### config.mk
export PLATFORM = sky130hd
export DESIGN_NAME = bcd_countdown_60
export DESIGN_NICKNAME = d
export VERILOG_FILES = /design/src/rtl/timer_pkg.sv /design/src/rtl/bcd_digit_down.sv /design/src/rtl/bcd_countdown_60.sv
export SDC_FILE = /design/constraint.sdc
export NUM_CORES = 1
export LEC_CHECK = 0
export CAP_MARGIN = 25
export CORE_MARGIN = 3
export CORE_UTILIZATION = 35
export CTS_BUF_LIST = sky130_fd_sc_hd__clkbuf_2
export DETAILED_ROUTE_END_ITERATION = 7
export PLACE_DENSITY = 0.71
export SETUP_SLACK_MARGIN = 0.3
export SLEW_MARGIN = 5
export SYNTH_ARGS = -nofsm -noshare
export SYNTH_HDL_FRONTEND = slang
export SYNTH_SLANG_ARGS = --single-unit
### constraint.sdc
create_clock -name clk -period 3.6 [get_ports clk]
set_input_delay 0.72 -clock clk [delete_from_list [all_inputs] [get_ports clk]]
set_output_delay 0.72 -clock clk [all_outputs]
set_load 0.02 [all_outputs]
### src/rtl/timer_pkg.sv
// Shared types and helpers for the BCD timer path: FSM states, the BCD digit type
// and the conversion of a binary limit into a tens/ones pair.
package timer_pkg;

  typedef logic [3:0] bcd_digit_t;

  typedef enum logic [1:0] {
    IDLE    = 2'd0,
    RUN     = 2'd1,
    EXPIRED = 2'd2
  } state_e;

  typedef struct packed {
    bcd_digit_t tens;
    bcd_digit_t ones;
  } bcd_pair_t;

  localparam bcd_digit_t BCD_MAX = 4'd9;

  // Splits a binary value in 0..99 into its BCD tens/ones digits (elaboration-time use).
  function automatic bcd_pair_t to_bcd(input int unsigned value);
    bcd_pair_t r;
    r.tens = bcd_digit_t'((value / 10) % 10);
    r.ones = bcd_digit_t'(value % 10);
    return r;
  endfunction

endpackage

### src/rtl/bcd_digit_down.sv
// Single BCD digit down-counter: loads a preset, decrements on dec, and reloads
// wrap_val with a borrow when decremented from 0.
module bcd_digit_down
  import timer_pkg::*;
(
  input  logic       clk,
  input  logic       rst,
  input  logic       dec,
  input  logic       load,
  input  bcd_digit_t load_val,
  input  bcd_digit_t wrap_val,
  output bcd_digit_t digit,
  output logic       borrow
);

  bcd_digit_t digit_q;
  bcd_digit_t digit_d;

  // NOTE: every signal written here gets a default first so no latch is inferred.
  always_comb begin
    digit_d = digit_q;
    if (load) begin
      digit_d = load_val;
    end else if (dec) begin
      digit_d = (digit_q == 4'd0) ? wrap_val : digit_q - 4'd1;
    end
  end

  // NOTE: state flops use non-blocking assignments so all flops update together.
  always_ff @(posedge clk) begin
    if (rst) begin
      digit_q <= 4'd0;
    end else begin
      digit_q <= digit_d;
    end
  end

  assign digit  = digit_q;
  assign borrow = dec && (digit_q == 4'd0);

endmodule

### src/rtl/bcd_countdown_60.sv
// Two-digit BCD countdown with IDLE/RUN/EXPIRED control, wrap-or-stop at 00.
// Define COUNTDOWN_LOAD_CHECK_EN to reject non-BCD or out-of-range preset loads.
module bcd_countdown_60
  import timer_pkg::*;
#(
  parameter int unsigned MODULUS = 60,
  parameter bit          WRAP    = 1'b1
) (
  input  logic       clk,
  input  logic       rst,
  input  logic       in,
  input  logic       load,
  input  logic [3:0] load_q1,
  input  logic [3:0] load_q2,
  input  logic       start,
  input  logic       stop,
  output logic [3:0] out_q1,
  output logic [3:0] out_q2,
  output logic       out_borrow,
  output logic       done,
  output logic       expired,
  output logic       busy,
  output logic       load_err
);

  localparam bcd_pair_t TOP = to_bcd(MODULUS - 1);

  state_e     state_q, state_d;
  logic       done_q, done_d;
  logic       borrow_q, borrow_d;
  logic       load_err_q, load_err_d;

  logic       load_ok;
  logic       load_en;
  logic       cnt_zero;
  logic       reach_zero;
  logic       dec_ones;
  logic       ones_borrow;
  logic       tens_borrow;
  bcd_digit_t ones_wrap;

`ifdef COUNTDOWN_LOAD_CHECK_EN
  // Range check is per digit: value <= MODULUS-1 without forming 10*tens+ones.
  assign load_ok = (load_q1 <= BCD_MAX) && (load_q2 <= BCD_MAX) &&
                   ((load_q1 < TOP.tens) || ((load_q1 == TOP.tens) && (load_q2 <= TOP.ones)));
`else
  assign load_ok = 1'b1;
`endif

  assign load_en    = load && load_ok;
  assign cnt_zero   = (out_q1 == 4'd0) && (out_q2 == 4'd0);
  assign reach_zero = (out_q1 == 4'd0) && (out_q2 == 4'd1);
  assign dec_ones   = (state_q == RUN) && in && !load && !stop && (!cnt_zero || WRAP);
  // Ones reloads 9 on a normal borrow, but the modulus ones digit when the whole count wraps.
  assign ones_wrap  = cnt_zero ? TOP.ones : BCD_MAX;

  bcd_digit_down u_ones (
    .clk      (clk),
    .rst      (rst),
    .dec      (dec_ones),
    .load     (load_en),
    .load_val (load_q2),
    .wrap_val (ones_wrap),
    .digit    (out_q2),
    .borrow   (ones_borrow)
  );

  bcd_digit_down u_tens (
    .clk      (clk),
    .rst      (rst),
    .dec      (ones_borrow),
    .load     (load_en),
    .load_val (load_q1),
    .wrap_val (TOP.tens),
    .digit    (out_q1),
    .borrow   (tens_borrow)
  );

  always_comb begin
    state_d    = state_q;
    done_d     = 1'b0;
    borrow_d   = 1'b0;
    load_err_d = 1'b0;
    if (load) begin
      if (load_ok) state_d = IDLE;
      else         load_err_d = 1'b1;
    end else begin
      unique case (state_q)
        IDLE: begin
          if (start) begin
            if (!cnt_zero || WRAP) begin
              state_d = RUN;
            end else begin
              state_d = EXPIRED;
              done_d  = 1'b1;
            end
          end
        end
        RUN: begin
          if (stop) begin
            state_d = IDLE;
          end else if (dec_ones) begin
            borrow_d = WRAP && tens_borrow;
            if (reach_zero && !WRAP) begin
              state_d = EXPIRED;
              done_d  = 1'b1;
            end
          end
        end
        EXPIRED: state_d = EXPIRED;
        default: state_d = IDLE;
      endcase
    end
  end

  always_ff @(posedge clk) begin
    if (rst) begin
      state_q    <= IDLE;
      done_q     <= 1'b0;
      borrow_q   <= 1'b0;
      load_err_q <= 1'b0;
    end else begin
      state_q    <= state_d;
      done_q     <= done_d;
      borrow_q   <= borrow_d;
      load_err_q <= load_err_d;
    end
  end

  assign out_borrow = borrow_q;
  assign done       = done_q;
  assign load_err   = load_err_q;
  assign busy       = (state_q == RUN);
  assign expired    = (state_q == EXPIRED);

endmodule

# [After elaboration in Yosys (flattened, before gate mapping)]
# Cells that the tools add are included.
[classes] mul=0 n_eq_ne=4 n_div=0 n_shift=0 mux=9 order_cmp=0 add_sub_neg=2 bitwise_logic=2 reduce_logical=15
[ops] cell="2-to-1 mux 4 bit" count=6
[ops] cell="zero test 4 bit" count=2
[ops] cell="subtractor 4 x 1 -> 4 bit (second input constant)" count=2
[ops] cell="one-hot mux 2 bit (3 select lines)" count=1
[ops] cell="logical AND 1 bit" count=5
[ops] cell="OR reduction 5 bit" count=1
[ops] cell="2-to-1 mux 2 bit" count=2
[ops] cell="inequality test 2 bit (second input constant)" count=2
[ops] cell="nonzero test 2 bit" count=2
[ops] cell="equality test 2 x 1 -> 1 bit (second input constant)" count=1
[ops] cell="equality test 2 bit (second input constant)" count=1
[ops] cell="zero test 1 bit" count=2
[ops] cell="zero test 2 bit" count=1
[ops] cell="NOT 1 bit" count=2
[ops] cell="AND reduction 2 bit" count=1
[ops] cell="OR reduction 2 bit" count=1
[word_totals] mem_count=0 input_bits=14 mem_bits_rw=0 regBits=11 romBits=0 latch_bits=0

# [Logic depth before layout (Yosys ltp)]
# Gate-level depths: netlist of run 1.
[depth] word_depth=7 depth_mapped=5 depth_no_buf=4

# [Modules after synthesis]
# Synthesis of run 1 repeated with hierarchy kept, for this count alone.
[hier_totals] cells_unflattened=84 area_unflattened_um2=699.4
[modules_own_cells] module="bcd_digit_down" seq_area_each_um2=80.1 n_inst=2 cells_per_inst=34 area_per_inst_um2=275.3
[modules_own_cells] module="bcd_countdown_60" seq_area_each_um2=60.1 n_inst=1 cells_per_inst=16 area_per_inst_um2=148.9

# [Worst setup path after synthesis of run 1]
# No wires, ideal clock.
[synth_path] path_kind="input-to-reg" from="in in" to="reg u_tens.digit_q[1], in the netlist u_tens.digit[1]" t_arrival_ns=1.723 slack_ns=1.803 stages=5 path_buffers=1 path_cell_list="nor4bb_1 buf_4 nand4_4 or3_1 a31oi_1"
[synth_via] elab_chain_cells=5
[synth_lines] element="start, declared" line_no="bcd_countdown_60.sv:11" source="input logic in,"
[synth_lines] element="logical AND 1 bit (3 in a row)" line_no="bcd_countdown_60.sv:53" source="assign dec_ones = (state_q == RUN) && in && !load && !stop && (!cnt_zero || WRAP);"
[synth_lines] element="logical AND 1 bit" line_no="bcd_digit_down.sv:39" source="assign borrow = dec && (digit_q == 4'd0);"
[synth_lines] element="nonzero test 2 bit (no line)"
[synth_lines] element="end signal, assigned" line_no="bcd_digit_down.sv:34" source="digit_q <= digit_d;"
[synth_lines] element="end, declared" line_no="bcd_digit_down.sv:16" source="bcd_digit_t digit_q;"
# Every way passes these cells.
# A chain may end at the register's enable or synchronous reset.

# [Worst setup path after layout of run 1]
[layout_path] from="reg state_q[0]" to="out expired"
[layout_via] elab_chain_cells=1
[layout_lines] element="start, declared" line_no="bcd_countdown_60.sv:28" source="state_e state_q, state_d;"
[layout_lines] element="start signal, assigned" line_no="bcd_countdown_60.sv:123" source="state_q <= state_d;"
[layout_lines] element="equality test 2 bit" line_no="bcd_countdown_60.sv:134" source="assign expired = (state_q == EXPIRED);"
[layout_lines] element="end, declared" line_no="bcd_countdown_60.sv:21" source="output logic expired,"
# Every way passes these cells.

==> summary.log, run 1 <==
INFO  worst_setup_path crit_path_max_incr_delay=0.59ns
INFO  yosys          ys_seq_area_share=39.7%
INFO  die            initial_utilization=39.6%
INFO  worst_setup_path cp_cell_sequence=and2b_2 -> clkdlybuf4s50_1
INFO  place          gp_congestion=0.670
INFO  final_layout   flow.area_growth_from_synthesis=46.3%
INFO  clock_network  cts_tree=built
INFO  run            cap_viol_max_count=0
INFO  min_path       worstHoldPathType=reg -> reg
INFO  worst_setup_path worstRegToRegCells=5
INFO  final_layout   mostFrequentLayoutCell=clkdlybuf4s50_1
INFO  power          comb_power_share=22.9%
INFO  drt            routed_wire_length_per_instance=11.9um
INFO  worst_setup_path critical_path_class=reg -> out
INFO  global_route   first_global_vias=467
INFO  global_route   gr-max-usage-layer=met2
INFO  clock_network  post-cts-setup-buffers=0
INFO  global_route   gr-usage-met1=16.2%
INFO  die            dieArea=0.00210mm2
INFO  clock_network  postCtsResizedCells=0
INFO  final_layout   final_cell_area=811um2
INFO  worst_setup_path crit_path_max_fanout=4
INFO  yosys          synth-seq-cells=11
INFO  drt            first_iter_violations=5
INFO  timing         final_hold_viol_count=0
INFO  drt            antenna_violating_nets_post_route=0
INFO  global_route   grt_max_degree=13
INFO  drt            route.detailed.vias_per_inst=5.09
INFO  place          placement.setup.worst_slack=1.24ns
INFO  status         result_of_the_run=finished, final reports clean
INFO  place          detailed_place.area=791um2
INFO  power          power_switching_share=28.8%
INFO  clock_network  clock-root-buffer=clkbuf_2
INFO  timing         setup_tns_final=0ns
INFO  timing         report.final.slew_viol_count=0
INFO  drt            detailedRoute.firstPassIterationCount=2
INFO  min_path       hold_path.startpoint=state_q[1]
INFO  worst_setup_path crit-reg2reg-capture=u_tens.digit[1]
INFO  yosys          synth-warning-count=0
INFO  clock_network  cts_sinks=11
INFO  global_route   grt_overflow_total=0
INFO  die            core.rowCount=13
INFO  worst_setup_path timing.critical_path.slowest_stage_cell=clkdlybuf4s50_1
INFO  worst_setup_path worst_setup_path_startpoint=state_q[0]
INFO  global_route   gr-usage-met3=7.11%
INFO  power          internal_pwr_total=0.190mW
INFO  yosys          synth.avg_cell_area=8.66um2
INFO  worst_setup_path endpoint=expired
INFO  timing         report.final.setup_viol=0
INFO  worst_setup_path startpoint_of_the_lowest_slack_register_to_register_path=state_q[1]
INFO  die            io-pin-count=27
INFO  timing         rsz0062_at_grt=false
INFO  place          numPortBuffers=24
INFO  final_layout   final_net_count=103
INFO  yosys          postSynthCellCount=64
INFO  timing         timing.final.crit_period=2.14ns
INFO  final_layout   layout_common_cells=24 x clkdlybuf4s50_1, 11 x dfxtp_1, 8 x nor2_1
INFO  worst_setup_path timing.critical_path.to_type=output port
INFO  die            floorplan.die.height=45.8um
INFO  worst_setup_path r2r_setup_slack=2.07ns
INFO  power          max-vdd-ir-drop=0.203mV
INFO  final_layout   post_route_cells_drive_above_1_share=10.2%
INFO  yosys          yosys.cell_types.count=27
INFO  timing         layout_setup_ws=1.46ns
INFO  timing         fmax=466MHz
INFO  global_route   use_met2=19.5%
INFO  global_route   antenna_found_initial=0
INFO  yosys          syn-cell-area=554um2
INFO  final_layout   antenna_cells=0
INFO  worst_setup_path startpoint_type=flip-flop
INFO  power          seq_power_share=50.7%
INFO  power          total_switching_power=0.0767mW
INFO  worst_setup_path critPathArrivalTime=1.42ns
INFO  clock_network  path_clk_slew=0.11ns
INFO  drt            post-route-drc-count=0
INFO  global_route   grt_first_pass_wirelength=1.95mm
INFO  clock_network  clock_latency=0.26ns
INFO  clock_network  cts_hold_buf=0
INFO  power          total_power=0.267mW
INFO  global_route   groute.usage.overall=13.5%
INFO  power          power_density=329mW/mm2
INFO  die            core_region_area=0.00140mm2
INFO  clock_network  htreeDepth=1
INFO  worst_setup_path critical_path_required=2.88ns
INFO  power          static-leakage-power=0.303nW
INFO  place          place.detailed.hpwl=890um
INFO  drt            routed_wirelength=1.22mm
INFO  drt            dr_total_vias=524
INFO  clock_network  cts_made_buffers=3
INFO  clock_network  clock_tree.buffer_depth=2
INFO  timing         timing.clock.skew=0.00416ns
INFO  die            fp.dieW=45.8um
INFO  power          clock_power_share=26.4%
INFO  timing         final_clock_period_utilization_by_the_worst_path=59.6%
metal layers:
metal | routed length, um | vias to the layer above
met3 | 73 | 2
met4 | 17 | 0
met1 | 580 | 239
met5 | 0 | -
met2 | 552 | 16
li1 | - | 267
worst min path at each step:
stage	endpoint	slack (ns)	cells after the start
final	state_q[0]	0.49	1
after global routing	state_q[0]	0.52	1
after CTS	state_q[0]	0.49	1
after detailed placement	state_q[0]	0.48	1
after global placement	state_q[0]	0.47	1
after floorplan	state_q[0]	0.43	1
metrics by stage:
step	util (%)	hold WS, ns	std cells
floorplan	-	0.433	65
global placement	56.5	0.466	99
finish	58.0	0.489	103
detailed placement	56.5	0.476	99
CTS	58.0	0.493	103
global route	58.0	0.515	103
layout make-up:
type | instances | area, um2
Clock buffer | 4 | 20.0
Fill cell | 136 | 588
Multi-Input combinational cell | 46 | 297
Timing Repair Buffer | 25 | 248
Sequential cell | 11 | 220
Inverter | 2 | 7.51
Tap cell | 15 | 18.8
registers in the layout, summed over array words and instances (netlist names):
name / flops
out_borrow: 1
state_q: 2
u_tens.digit: 4
u_ones.digit: 4
logic make-up after synthesis:
| kind of cell | count (synthesis) | synth area share [%] |
|---|---|---|
| other | 1 | 0.677 |
| buffers and inverters | 8 | 7.45 |
| multiplexers | 1 | 1.81 |
| AND/OR/NAND/NOR | 29 | 31.8 |
| XOR/XNOR | 3 | 4.74 |
| AO/OA/AOI/OAI | 11 | 13.8 |
| flip-flops | 11 | 39.7 |
cell usage after synthesis, drive strengths merged:
cell,count,share of area [%]
and2b,2,3.2
o211ai,2,2.7
o21ai,1,0.90
nand2,6,4.1
inv,2,1.4
nor3,1,0.90
a21oi,2,1.8
nor3b,1,1.4
nor2,9,6.5
nor4,1,1.1
or3,2,2.3
dfxtp,11,40
nand3,1,0.90
nor4bb,1,1.8
clkbuf,3,2.0
nand4b,1,1.6
conb,1,0.68
nand4,1,3.8
nand2b,1,1.1
xor2,3,4.7
a311oi,2,3.2
a211oi,3,4.1
buf,3,4.1
a31oi,1,1.1
mux2i,1,1.8
nor4b,2,3.2
critical path, delay by kind of cell, from the launching register on:
| kind | cells | cell delay (ns) |
|---|---|---|
| AND/OR/NAND/NOR | 1 | 0.22 |
| flip-flops | 1 | 0.35 |
| buffers and inverters | 1 | 0.59 |
power groups by stage:
stage	sequential [mW]	clock [mW]	combinational [mW]
floorplan	0.144	0	0.0262
global placement	0.138	0	0.0610
detailed placement	0.138	0	0.0608
CTS	0.135	0.0735	0.0613
global route	0.137	0.0827	0.0658
finish	0.135	0.0704	0.0609
(Power assumes the default switching activity.)
==> run 2, diff against run 1 <==
PLACE_DENSITY = 0.74   (was 0.71)
clock period = 1.89 ns   (was 3.6 ns; I/O delays follow)
==> run 2 against run 1 <==
Sequential share of layout area is 1.2 points lower. Final area rose by 5.9%. Die area unchanged. Largest cell class unchanged. First-iteration DRC count increased by 40%. Clock power rose by 97%. Cell count grew 3.9%. Sequential cell count unchanged.
==> summary.log, run 2 (synthesized netlist as in run 1, its figures left out) <==
INFO  status         result_of_the_run=finished, final reports clean
INFO  worst_setup_path critical_path_required=1.51ns
INFO  power          power_density=593mW/mm2
INFO  timing         final_hold_viol_count=0
INFO  final_layout   flow.area_growth_from_synthesis=54.9%
INFO  worst_setup_path cp_cell_sequence=clkdlybuf4s50_1
INFO  die            core_region_area=0.00140mm2
INFO  power          max-vdd-ir-drop=0.336mV
INFO  timing         timing.final.crit_period=1.55ns
INFO  run            cap_viol_max_count=0
INFO  clock_network  cts_sinks=11
INFO  place          numPortBuffers=24
INFO  timing         rsz0062_at_grt=true
INFO  final_layout   final_cell_area=858um2
INFO  power          internal_pwr_total=0.356mW
INFO  power          static-leakage-power=0.371nW
INFO  clock_network  clock_tree.buffer_depth=2
INFO  drt            routed_wirelength=1.24mm
INFO  place          detailed_place.area=821um2
INFO  worst_setup_path critPathArrivalTime=1.17ns
INFO  clock_network  cts_made_buffers=3
INFO  drt            first_iter_violations=7
INFO  global_route   first_global_vias=511
INFO  clock_network  clock_latency=0.25ns
INFO  worst_setup_path timing.critical_path.to_type=output port
INFO  clock_network  htreeDepth=1
INFO  worst_setup_path critical_path_class=reg -> out
INFO  global_route   groute.usage.overall=13.6%
INFO  die            dieArea=0.00210mm2
INFO  final_layout   layout_common_cells=12 x clkdlybuf4s50_1, 10 x dlygate4sd2_1, 9 x dfxtp_1
INFO  global_route   grt_first_pass_wirelength=2.04mm
INFO  worst_setup_path timing.critical_path.slowest_stage_cell=clkdlybuf4s50_1
INFO  place          gp_congestion=0.700
INFO  timing         layout_setup_ws=0.343ns
INFO  global_route   grt_max_degree=13
INFO  global_route   antenna_found_initial=0
INFO  die            initial_utilization=39.6%
INFO  clock_network  path_clk_slew=0.12ns
INFO  timing         report.final.setup_viol=0
INFO  final_layout   antenna_cells=0
INFO  power          power_switching_share=30.0%
INFO  drt            post-route-drc-count=0
INFO  drt            routed_wire_length_per_instance=11.5um
INFO  global_route   grt_overflow_total=0
INFO  worst_setup_path startpoint_type=flip-flop
INFO  final_layout   post_route_cells_drive_above_1_share=18.5%
INFO  drt            detailedRoute.firstPassIterationCount=4
INFO  worst_setup_path crit_path_max_incr_delay=0.59ns
INFO  clock_network  cts_hold_buf=0
INFO  power          total_power=0.509mW
INFO  worst_setup_path critical_path_buf_inv_count=1
INFO  drt            antenna_violating_nets_post_route=0
INFO  clock_network  cts_tree=built
INFO  power          comb_power_share=22.0%
INFO  timing         timing.clock.skew=0.000475ns
INFO  timing         final_clock_period_utilization_by_the_worst_path=81.8%
INFO  die            core.rowCount=13
INFO  place          placement.setup.worst_slack=-0.0614ns
INFO  place          place.detailed.hpwl=921um
INFO  timing         report.final.slew_viol_count=0
INFO  die            io-pin-count=27
INFO  final_layout   final_net_count=107
INFO  power          total_switching_power=0.153mW
INFO  worst_setup_path crit_path_max_fanout=1
INFO  die            floorplan.die.height=45.8um
INFO  clock_network  clock-root-buffer=clkbuf_2
INFO  die            fp.dieW=45.8um
INFO  drt            dr_total_vias=548
INFO  drt            route.detailed.vias_per_inst=5.12
INFO  timing         fmax=647MHz
INFO  power          seq_power_share=50.7%
INFO  power          clock_power_share=27.4%
INFO  min_path       worstHoldPathType=reg -> reg
INFO  worst_setup_path path_delay_family=buffers and inverters
INFO  final_layout   mostFrequentLayoutCell=clkdlybuf4s50_1
-- run 2: cell types whose count changed in the layout (fill, tap and decap cells not counted), sizes merged --
cell	change
clkdlybuf4s15	+1
buf	+4
dlymetal6s2s	+1
dlygate4sd2	+10
clkdlybuf4s50	-12
-- run 2: final cells by class --
type	instances	area [um2]
Clock buffer	4	20.0
Fill cell	123	541
Tap cell	15	18.8
Timing Repair Buffer	29	272
Inverter	2	7.51
Sequential cell	11	223
Multi-Input combinational cell	46	318
-- run 2: metrics by stage --
| step | utilization (%) | std cells | hold WS (ns) | setup TNS [ns] |
|---|---|---|---|---|
| after global routing | 61.4 | 107 | 0.516 | 0 |
| after floorplan | - | 65 | 0.433 | 0 |
| final | 61.4 | 107 | 0.480 | 0 |
| after global placement | 58.7 | 103 | 0.457 | -0.131 |
| after detailed placement | 58.7 | 103 | 0.469 | -0.160 |
| after CTS | 59.8 | 107 | 0.505 | 0 |
-- run 2: timing repair --
| item | in CTS | in global routing |
|---|---|---|
| resized for setup | 13 | 6 |
| pin swaps | 4 | 3 |
| setup endpoints to repair | 16 | 7 |
| buffers inserted | 0 | 0 |
-- run 2: power by group through the flow --
stage | Sequential [mW] | Clock [mW] | Combinational [mW]
after floorplan | 0.274 | 0 | 0.0500
after CTS | 0.257 | 0.143 | 0.112
after global placement | 0.263 | 0 | 0.119
after global routing | 0.260 | 0.152 | 0.123
after detailed placement | 0.263 | 0 | 0.119
final | 0.258 | 0.139 | 0.112
-- run 2: per-layer routing --
layer / track usage, % / share of wire, %
met1: 16.2 / 42
met2: 22.0 / 48
met3: 2.77 / 7.4
met4: 8.52 / 2.3
met5: 0 / 0
-- run 2: final timing paths --
path | slack, ns | end | start | cells after the start
worst max register to register | 0.40 | u_tens.digit[1] | state_q[1] | 5
worst max-delay path | 0.34 | out_borrow | out_borrow | 1
worst min-delay path | 0.48 | state_q[0] | state_q[1] | 1
worst min register to register | 0.48 | state_q[0] | state_q[1] | 1
